--- config.mk ---
export PLATFORM = sky130hd
export DESIGN_NAME = keccak_round_sequencer
export DESIGN_NICKNAME = d
export VERILOG_FILES = /design/src/rtl/keccak_round_sequencer.sv
export SDC_FILE = /design/constraint.sdc
export NUM_CORES = 1
export LEC_CHECK = 0
export BUFFER_PORTS_ARGS = -buffer_cell sky130_fd_sc_hd__buf_4
export CAP_MARGIN = 20
export CELL_PAD_IN_SITES_DETAIL_PLACEMENT = 1
export CELL_PAD_IN_SITES_GLOBAL_PLACEMENT = 1
export CORE_MARGIN = 2
export CORE_UTILIZATION = 40
export DETAILED_ROUTE_END_ITERATION = 6
export PLACE_DENSITY_LB_ADDON = 0.1
export REMOVE_ABC_BUFFERS = 1
export SYNTH_ARGS = -nofsm -noshare
export SYNTH_HDL_FRONTEND = slang
export SYNTH_SLANG_ARGS = --single-unit
export TNS_END_PERCENT = 10
--- constraint.sdc ---
create_clock -name ClkxCI -period 2.13 [get_ports ClkxCI]
set_input_delay 0.1065 -clock ClkxCI [delete_from_list [all_inputs] [get_ports ClkxCI]]
set_output_delay 0.1065 -clock ClkxCI [all_outputs]
set_load 0.02 [all_outputs]
--- src/rtl/keccak_round_sequencer.sv ---
// Round/slice sequencer for slice-serial DOM-masked Keccak-f: rho/pi lane phase then slice phase per round.
// Done 1+ROUNDS*(RHOPI_CYCLES+NS*CYCLES_PER_SLICE) cycles after Start; slice phase stalls while RandValidxSI is low.
module keccak_round_sequencer #(
    parameter int W                = 16,
    parameter int COUNTER_BITWIDTH = 4,
    parameter int SLICES_PARALLEL  = 1,
    parameter int ROUNDS           = 20,
    parameter int RHOPI_CYCLES     = 25,
    parameter int CYCLES_PER_SLICE = 2
) (
    input  logic                        ClkxCI,
    input  logic                        RstxRBI,
    input  logic                        StartxSI,
    input  logic                        AbortxSI,
    input  logic                        RandValidxSI,
    output logic [4:0]                  RoundNrxDO,
    output logic [COUNTER_BITWIDTH:0]   SliceNrxDO,
    output logic [COUNTER_BITWIDTH:0]   NextSliceNrxDO,
    output logic                        ResetRCxSO,
    output logic                        EnableRCxSO,
    output logic                        RhoPiEnxSO,
    output logic                        SliceEnxSO,
    output logic                        RandReqxSO,
    output logic                        BusyxSO,
    output logic                        DonexSO
);

    localparam int NS = W / SLICES_PARALLEL;
    localparam int CW = COUNTER_BITWIDTH + 1;
    localparam int PW = (RHOPI_CYCLES > 1) ? $clog2(RHOPI_CYCLES) : 1;

    localparam logic [CW-1:0] LAST_SLICE = CW'(NS - 1);
    localparam logic [PW-1:0] LAST_PHASE = PW'(RHOPI_CYCLES - 1);
    localparam logic [0:0]    LAST_SUB   = 1'(CYCLES_PER_SLICE - 1);
    localparam logic [4:0]    LAST_ROUND = 5'(ROUNDS - 1);

    typedef enum logic [1:0] {
        IDLE,
        RHOPI,
        SLICE,
        DONE
    } state_e;

    state_e        state_q, state_d;
    logic [4:0]    round_q, round_d;
    logic [CW-1:0] slice_q, slice_d;
    logic [0:0]    sub_q, sub_d;
    logic [PW-1:0] phase_q, phase_d;
    logic [CW-1:0] next_slice;

    always_ff @(posedge ClkxCI or negedge RstxRBI) begin
        if (!RstxRBI) begin
            state_q <= IDLE;
            round_q <= '0;
            slice_q <= '0;
            sub_q   <= '0;
            phase_q <= '0;
        end else begin
            state_q <= state_d;
            round_q <= round_d;
            slice_q <= slice_d;
            sub_q   <= sub_d;
            phase_q <= phase_d;
        end
    end

    assign next_slice = (slice_q == LAST_SLICE) ? '0 : slice_q + 1'b1;

    always_comb begin
        state_d     = state_q;
        round_d     = round_q;
        slice_d     = slice_q;
        sub_d       = sub_q;
        phase_d     = phase_q;
        ResetRCxSO  = 1'b0;
        EnableRCxSO = 1'b0;
        RhoPiEnxSO  = 1'b0;
        SliceEnxSO  = 1'b0;
        RandReqxSO  = 1'b0;
        DonexSO     = 1'b0;

        case (state_q)
            IDLE: begin
                if (StartxSI) begin
                    state_d    = RHOPI;
                    round_d    = '0;
                    phase_d    = '0;
                    ResetRCxSO = 1'b1;
                end
            end
            RHOPI: begin
                RhoPiEnxSO = 1'b1;
                phase_d    = phase_q + 1'b1;
                if (phase_q == LAST_PHASE) begin
                    state_d = SLICE;
                    slice_d = '0;
                    sub_d   = '0;
                end
            end
            SLICE: begin
                SliceEnxSO  = RandValidxSI;
                EnableRCxSO = RandValidxSI;
                RandReqxSO  = RandValidxSI;
                // Without fresh randomness every counter freezes.
                if (RandValidxSI) begin
                    if (sub_q == LAST_SUB) begin
                        sub_d   = '0;
                        slice_d = next_slice;
                        if (slice_q == LAST_SLICE) begin
                            if (round_q == LAST_ROUND) begin
                                state_d = DONE;
                            end else begin
                                round_d = round_q + 5'd1;
                                phase_d = '0;
                                state_d = RHOPI;
                            end
                        end
                    end else begin
                        sub_d = sub_q + 1'b1;
                    end
                end
            end
            DONE: begin
                DonexSO = 1'b1;
                state_d = IDLE;
            end
            default: state_d = IDLE;
        endcase

        if (AbortxSI) begin
            state_d    = IDLE;
            round_d    = '0;
            slice_d    = '0;
            sub_d      = '0;
            phase_d    = '0;
            ResetRCxSO = 1'b0;
            DonexSO    = 1'b0;
        end
    end

    assign RoundNrxDO     = round_q;
    assign SliceNrxDO     = slice_q;
    assign NextSliceNrxDO = next_slice;
    assign BusyxSO        = (state_q != IDLE);

endmodule

# ---- After elaboration in Yosys (flattened, before gate mapping)
# Cells that the tools add are included.
dict set report word_totals {
  register_bits 18
  word_cells 70
  in_bits 5
}
dict set report op_classes {
  n_addsub 4
  n_mux 39
  eq_ne 12
  reduce_logical 10
}
# op count
set ops {}
lappend ops {{two-way mux 5 bit} 16}
lappend ops {{case mux 5 bit (2 select lines)} 2}
lappend ops {{inequality test 3 bit (second input constant)} 6}
lappend ops {{adder 5 x 1 -> 5 bit (second input constant)} 3}
lappend ops {{case mux 5 bit (3 select lines)} 1}
lappend ops {{two-way mux 2 bit} 7}
lappend ops {{AND reduction 6 bit} 2}
lappend ops {{two-way mux 1 bit} 11}
lappend ops {{== test 5 bit (second input constant)} 2}
lappend ops {{case mux 2 bit (4 select lines)} 1}
lappend ops {{nonzero test 3 bit} 2}
lappend ops {{== test 5 x 4 -> 1 bit (second input constant)} 1}
lappend ops {{AND reduction 5 bit} 1}
lappend ops {{== test 2 bit (second input constant)} 2}
lappend ops {{AND reduction 4 bit} 1}
lappend ops {{nonzero test 4 bit} 1}
lappend ops {{AND reduction 3 bit} 1}
lappend ops {{== test 2 x 1 -> 1 bit (second input constant)} 1}
lappend ops {{zero test 2 bit} 1}
lappend ops {{case mux 1 bit (2 select lines)} 1}
lappend ops {{nonzero test 2 bit} 1}
lappend ops {{adder 1 bit (second input constant)} 1}

# ---- Depth between registers and ports, before layout
# Gate-level depths: netlist of run 1.
dict set report depth {
  ltp_word 7
  ltp_mapped 7
  ltp_nobuf 7
}

# ---- Least setup slack after synthesis of run 1
# Ideal clock, no wire load.
dict set report synth_timing {
  kind {register to register}
  from {register slice_q[0] (netlist: SliceNrxDO[0])}
  to {register phase_q[4]}
  required_ns 2.048
  synth_period_minus_slack_ns 1.990
  t_arrival_ns 1.908
  setup_ns 0.082
  stages_incl_launch_ff 7
  setup_slack_ns 0.140
  path_cell_list {dfrtp_1 ha_1 nand4b_4 o21ai_4 o211ai_4 or4_1 a31oi_1}
}
dict set report synth_between {
  elab_chain_cells 3
}
# element line
set synth_rtl {}
lappend synth_rtl {{start: declaration} 46} ;# logic [CW-1:0] slice_q, slice_d;
lappend synth_rtl {{start signal: assignment} 61} ;# slice_q <= slice_d;
lappend synth_rtl {{== test 5 x 4 -> 1 bit} 109} ;# if (slice_q == LAST_SLICE) begin
lappend synth_rtl {{inequality test 3 bit (no source line)} -}
lappend synth_rtl {{AND reduction 6 bit (no source line)} -}
lappend synth_rtl {{end signal: assignment} 63} ;# phase_q <= phase_d;
lappend synth_rtl {{end: declaration} 48} ;# logic [PW-1:0] phase_q, phase_d;
# No other way between the ends.
# A chain may end at the register's enable or synchronous reset.

# ---- Worst setup path after layout of run 1
dict set report layout_timing {
  from {register round_q[0] (netlist: RoundNrxDO[0])}
  to {register phase_q[3]}
}
dict set report layout_between {
  elab_chain_cells 3
}
# element line
set layout_rtl {}
lappend layout_rtl {{start: declaration} 45} ;# logic [4:0] round_q, round_d;
lappend layout_rtl {{start signal: assignment} 60} ;# round_q <= round_d;
lappend layout_rtl {{== test 5 bit} 110} ;# if (round_q == LAST_ROUND) begin
lappend layout_rtl {{inequality test 3 bit (no source line)} -}
lappend layout_rtl {{AND reduction 6 bit (no source line)} -}
# No other way between the ends.

==> impl_metrics.py, run 1 <==
metrics = {
    "status": {
        "outcome": "complete, no violations",
    },
    "place": {
        "dp_hpwl_mm": 2.40,
        "gp_congestion": 0.792,
        "placed_cell_area_um2": 1510,
        "io_buffers": 26,
    },
    "drt": {
        "first_iter_violations": 10,
        "remaining_drc_errors": 0,
        "wl_per_cell_um": 14.8,
        "wl_mm": 3.14,
        "first_pass_iters": 4,
        "viasPerCell": 5.23,
        "drtAntennaViolNets": 0,
        "via_count": 1108,
    },
    "logic_synthesis": {
        "avgSynthCellArea_um2": 9.22,
        "yosys.area_share.adder": 0.0798,
        "ys_ff_latch": 18,
        "syn_inst": 136,
        "synth_largest_area_cell": "dfrtp_1",
        "synth_flop_cell": "dfrtp_1",
        "synth.mux.area_fraction": 0.0170,
        "synth.most_common_cell": "dfrtp_1",
        "synth_area_um2": 1250,
        "synthSimpleGateAreaFrac": 0.290,
        "synth_compound_area_frac": 0.181,
        "synth.top_cells.by_area": "dfrtp_1, ha_1, o21ai_0",
        "yosysSeqAreaShare": 0.359,
        "yosys.area.top_type_share": 0.359,
        "synth_top_family_by_area": "simple AND/OR/NAND/NOR gates",
        "synth_xor_area_frac": 0.0140,
        "ys_warn_count": 0,
        "synth_common_cells": "dfrtp_1, nor2_1, nand2_1",
        "synthArstFlopShare": 1.00,
        "ys_types": 45,
        "synth-edff-count": 0,
    },
    "job": {
        "maxCapViolCount": 0,
    },
    "global_routing": {
        "first_global_vias": 1097,
        "antenna_found_initial": 0,
        "grt_use_total": 0.188,
        "grt_max_degree": 22,
        "overflow": 0,
        "grt_pass1_wl_mm": 5.11,
    },
    "worst_setup_path": {
        "cp-start-kind": "register",
        "worstPathMaxFanout": 9,
        "arrival_ns": 2.25,
        "critPathRequiredTime_ns": 2.35,
        "crit_type": "register to register",
        "cp-end-kind": "register",
    },
    "timing": {
        "slew_headroom": 0.799,
        "worst_slew_pin_slew_ns": 0.301,
        "whs_ns": 0.129,
        "drv_slew": 0,
        "finalHoldViolations": 0,
        "skew_ns": 0.00531,
        "max_freq_mhz": 493,
        "rsz0062_at_grt": "false",
        "final.setup.tns_ns": 0,
        "period_minus_slack_ns": 2.03,
        "fin_crit_sh": 0.951,
        "setup_viol": 0,
    },
    "floorplanning": {
        "fp.dieW_um": 60.0,
        "io_pins": 27,
        "core_um2": 3030,
        "std_cell_rows": 20,
        "start_util": 0.414,
        "fp.dieH_um": 60.0,
        "dieArea_um2": 3600,
    },
    "clocking": {
        "cts_buffer_depth": 2,
        "htreeDepth": 1,
        "postCtsSetupBuffers": 0,
        "clock-sinks": 18,
        "numCtsBuffers": 3,
        "clkTransAtPathRegs_ns": 0.11,
        "cts_root_buf": "clkbuf_4",
        "cts_tree": "done",
        "clock_latency_ns": 0.29,
    },
    "power_and_ir_drop": {
        "leakage_uw": 0.000756,
        "powerDensity_nw_per_um2": 932,
        "ir_drop_v": 0.000638,
        "p_switching_uw": 661,
        "intPower_uw": 787,
        "switching_share": 0.457,
        "clockPowerShare": 0.118,
        "p_comb_frac": 0.585,
        "p_total_uw": 1450,
        "sequentialPowerShare": 0.297,
    },
    "final_layout": {
        "diodes": 0,
        "area_growth_pct": 23.9,
        "drive_gt1_frac": 0.292,
        "fin_area_um2": 1550,
        "finalNetCount": 183,
        "seq_area_um2": 450,
        "fillers": 378,
        "multi_input_area_um2": 737,
    },
    "hold_path": {
        "hold_class": "primary input to register",
    },
}
## registers in the layout, summed over array words and instances (netlist names)
name        count
sub_q           1
state_q         2
RoundNrxDO      5
SliceNrxDO      5
phase_q         5
## cells by family after synthesis
logic type | after synthesis
XOR/XNOR | 2
adder cells (fa/ha/maj) | 8
flip-flops | 18
AO/OA/AOI/OAI | 31
AND/OR/NAND/NOR | 62
buffers and inverters | 13
multiplexers | 2
## through the flow
stage / utilization / std cells / setup slack [ns]
after floorplan: - / 131 / 0.0861
after global placement: 0.500 / 208 / 0.202
after detailed placement: 0.500 / 208 / 0.0624
after CTS: 0.510 / 212 / 0.0453
after global routing: 0.513 / 212 / 0.00190
final: 0.513 / 212 / 0.104
## path summary, 6_finish.rpt
kind / start / to / slack, ns / cells past startpoint
max: RoundNrxDO[0] / phase_q[3] / 0.10 / 6
min: AbortxSI / phase_q[2] / 0.13 / 2
max reg2reg: RoundNrxDO[0] / phase_q[3] / 0.10 / 6
min reg2reg: SliceNrxDO[1] / SliceNrxDO[1] / 0.56 / 2
max in group asynchronous: RstxRBI / RoundNrxDO[0] / 1.71 / 2
min in group asynchronous: RstxRBI / phase_q[3] / 0.22 / 2
## timing repair
item,CTS,global route
hold buffers,1,0
endpoints found under the hold margin,18,0
endpoints found under the setup margin,0,3
resized for setup,0,1
## worst max-delay path, cell delays in order (launching register included)
cell,delay [ns]
dfrtp_1,0.44
ha_1,0.25
and4bb_2,0.27
o21ai_4,0.19
o211ai_4,0.15
or4_1,0.49
a21oi_1,0.17
## power by group through the flow
stage	Sequential (uW)	Combinational, uW	Clock (uW)
4_1_cts	431	839	177
3_5_place_dp	438	834	0
6_report	430	847	171
2_1_floorplan	436	526	0
3_3_place_gp	431	798	0
5_1_grt	439	928	188
## layout by cell type, fill, tap and decap left out, types with 2 or more instances in the layout
master and instances:
nor2b_1 3, dfrtp_1 18, a22o_1 2, o41ai_1 2
or4_1 3, nor3_1 2, a21oi_1 6, buf_4 33
nor2_1 12, nand3b_1 5, ha_1 8, inv_1 8
xor2_1 2, or2_2 3, and2_1 3, nand2_1 11
clkbuf_4 3, a31oi_1 2, nand3_1 7, and2_2 2
o21ai_0 10
## final cells by class
cell class,count,share of cell area
inverter,8,0.0193
multi-input combinational,105,0.475
clock buffer,3,0.0145
tap,44,0.0355
sequential,18,0.290
timing repair buffer,34,0.166
## per-layer routing
metal	track usage	part of all wire	up-vias
li1	-	-	552
met1	0.261	0.48	533
met2	0.309	0.48	21
met3	0.0281	0.033	2
met4	0.0381	0.0038	0
met5	0	0	-
Note: power is estimated with default switching activity, not from simulation.
==> run 2, diff against run 1 <==
--- a/config.mk
+++ b/config.mk
@@ -7,10 +7,10 @@
 export LEC_CHECK = 0
 export BUFFER_PORTS_ARGS = -buffer_cell sky130_fd_sc_hd__buf_4
 export CAP_MARGIN = 20
-export CELL_PAD_IN_SITES_DETAIL_PLACEMENT = 1
-export CELL_PAD_IN_SITES_GLOBAL_PLACEMENT = 1
+export CELL_PAD_IN_SITES_DETAIL_PLACEMENT = 0
+export CELL_PAD_IN_SITES_GLOBAL_PLACEMENT = 2
 export CORE_MARGIN = 2
-export CORE_UTILIZATION = 40
+export CORE_UTILIZATION = 32
 export DETAILED_ROUTE_END_ITERATION = 6
 export PLACE_DENSITY_LB_ADDON = 0.1
 export REMOVE_ABC_BUFFERS = 1
==> run 2 against run 1 <==
  * Sequential share of layout area down 0.57 points
  * Total power up 4.3%
  * Register-to-register slack better by 0.03 ns
  * Clock skew fell by 0.0038 ns
  * Critical endpoint is now phase_q[4]
  * Largest power group unchanged
==> impl_metrics.py, run 2 (same netlist as run 1, synthesis figures left out) <==
metrics = {
    "timing": {
        "final.setup.tns_ns": 0,
        "worst_slew_pin_slew_ns": 0.496,
        "max_freq_mhz": 501,
        "setup_viol": 0,
        "rsz0062_at_grt": "false",
        "period_minus_slack_ns": 2.00,
        "finalHoldViolations": 0,
        "skew_ns": 0.00151,
        "fin_crit_sh": 0.937,
        "slew_headroom": 0.669,
        "whs_ns": 0.173,
        "drv_slew": 0,
    },
    "drt": {
        "wl_per_cell_um": 13.4,
        "first_pass_iters": 5,
        "remaining_drc_errors": 0,
        "first_iter_violations": 78,
        "drtAntennaViolNets": 0,
        "wl_mm": 2.90,
        "via_count": 1108,
        "viasPerCell": 5.11,
    },
    "final_layout": {
        "fin_util": 0.426,
        "drive_gt1_frac": 0.296,
        "fin_area_um2": 1580,
        "diodes": 0,
        "area_growth_pct": 26.3,
        "fillers": 390,
        "layout_commonest_cell": "buf_4",
        "finalNetCount": 184,
        "final_cell_mix": "buf_4, dfrtp_1, nor2_1, nand2_1, o21ai_0",
    },
    "global_routing": {
        "grt_pass1_wl_mm": 4.92,
        "grt_use_total": 0.147,
        "antenna_found_initial": 0,
        "first_global_vias": 1054,
        "grt_max_degree": 22,
        "overflow": 0,
    },
    "place": {
        "gp_congestion": 0.766,
        "placed_cell_area_um2": 1530,
        "dp_hpwl_mm": 2.19,
        "io_buffers": 26,
    },
    "floorplanning": {
        "dieArea_um2": 4430,
        "start_util": 0.337,
        "io_pins": 27,
        "core_um2": 3720,
        "fp.dieW_um": 66.6,
        "fp.dieH_um": 66.6,
        "std_cell_rows": 22,
    },
    "clocking": {
        "clock-sinks": 18,
        "clock_latency_ns": 0.25,
        "clkTransAtPathRegs_ns": 0.07,
        "htreeDepth": 1,
        "cts_buffer_depth": 2,
        "numCtsBuffers": 3,
        "cts_root_buf": "clkbuf_8",
        "postCtsSetupBuffers": 0,
        "cts_tree": "done",
    },
    "worst_setup_path": {
        "worstPathMaxFanout": 9,
        "path_buf_inv": 0,
        "timing.rr.end": "phase_q[4]",
        "worst_path_max_delay_cell": "or4_1",
        "cp-endpoint": "phase_q[4]",
        "setup.worst_path.start": "RoundNrxDO[0]",
        "cp-end-kind": "register",
        "rr_startpoint": "RoundNrxDO[0]",
        "reg2regPathDepth": 6,
        "cp-start-kind": "register",
        "crit_type": "register to register",
        "max_stage_delay_ns": 0.48,
        "cp.depth": 6,
        "critPathRequiredTime_ns": 2.30,
        "worstPathCellList": "ha_1, and4bb_2, o21ai_4, o211ai_4, or4_1, a31oi_1",
        "arrival_ns": 2.17,
        "reg2reg_slack_ns": 0.13,
        "critPathTopFamily": "simple AND/OR/NAND/NOR gates",
    },
    "power_and_ir_drop": {
        "leakage_uw": 0.000769,
        "ir_drop_v": 0.000552,
        "powerDensity_nw_per_um2": 953,
    },
    "status": {
        "outcome": "complete, no violations",
    },
    "hold_path": {
        "worstHoldPathCells": 2,
        "hold_class": "primary input to register",
        "hp-start": "AbortxSI",
    },
    "job": {
        "maxCapViolCount": 0,
    },
}
-- run 2: report_power, final --
part           switching (uW)  internal [uW]
Sequential               49.3            379
Clock                     115            126
Combinational             486            354
Total                     650            859
-- run 2: cell type report --
class                      instances  area, um^2  area share
timing repair buffer              35         265       0.167
tap                               48        60.1      0.0379
sequential                        18         450       0.284
clock buffer                       3        41.3      0.0261
inverter                           8        30.0      0.0190
multi-input combinational        105         737       0.465
-- run 2: per-stage QoR --
stage | std cells | total power (uW) | setup WS [ns]
detailed placement | 213 | 1260 | 0.123
floorplan | 131 | 962 | 0.0861
global placement | 213 | 1270 | 0.186
global route | 217 | 1630 | 0.000118
CTS | 217 | 1520 | 0.107
finish | 217 | 1510 | 0.134
-- run 2: metal layers --
layer  wire length, um  track usage  part of all wire
met1              1400        0.200              0.48
met2              1380        0.235              0.48
met3               102       0.0355             0.035
met4                22       0.0332            0.0076
met5                 0            0                 0
-- run 2: timing repair --
item / in CTS / in global routing
endpoints found under the setup margin: 0 / 2
gates resized for setup: 0 / 1
hold buffers: 1 / 0
endpoints found under the hold margin: 18 / 0
-- run 2: how the worst min path moves through the flow --
stage	endpoint	slack, ns
floorplan	RoundNrxDO[0]	-0.19
global placement	phase_q[1]	-0.002
detailed placement	phase_q[3]	-0.001
CTS	phase_q[3]	0.17
global route	phase_q[2]	0.20
finish	phase_q[3]	0.17
-- run 2: worst register-to-register path: cells and delay by family (launching register included) --
kind                     cells  cell delay, ns
flip-flops                   1            0.42
AND/OR/NAND/NOR              2            0.74
adder cells (fa/ha/maj)      1            0.25
AO/OA/AOI/OAI                3            0.50
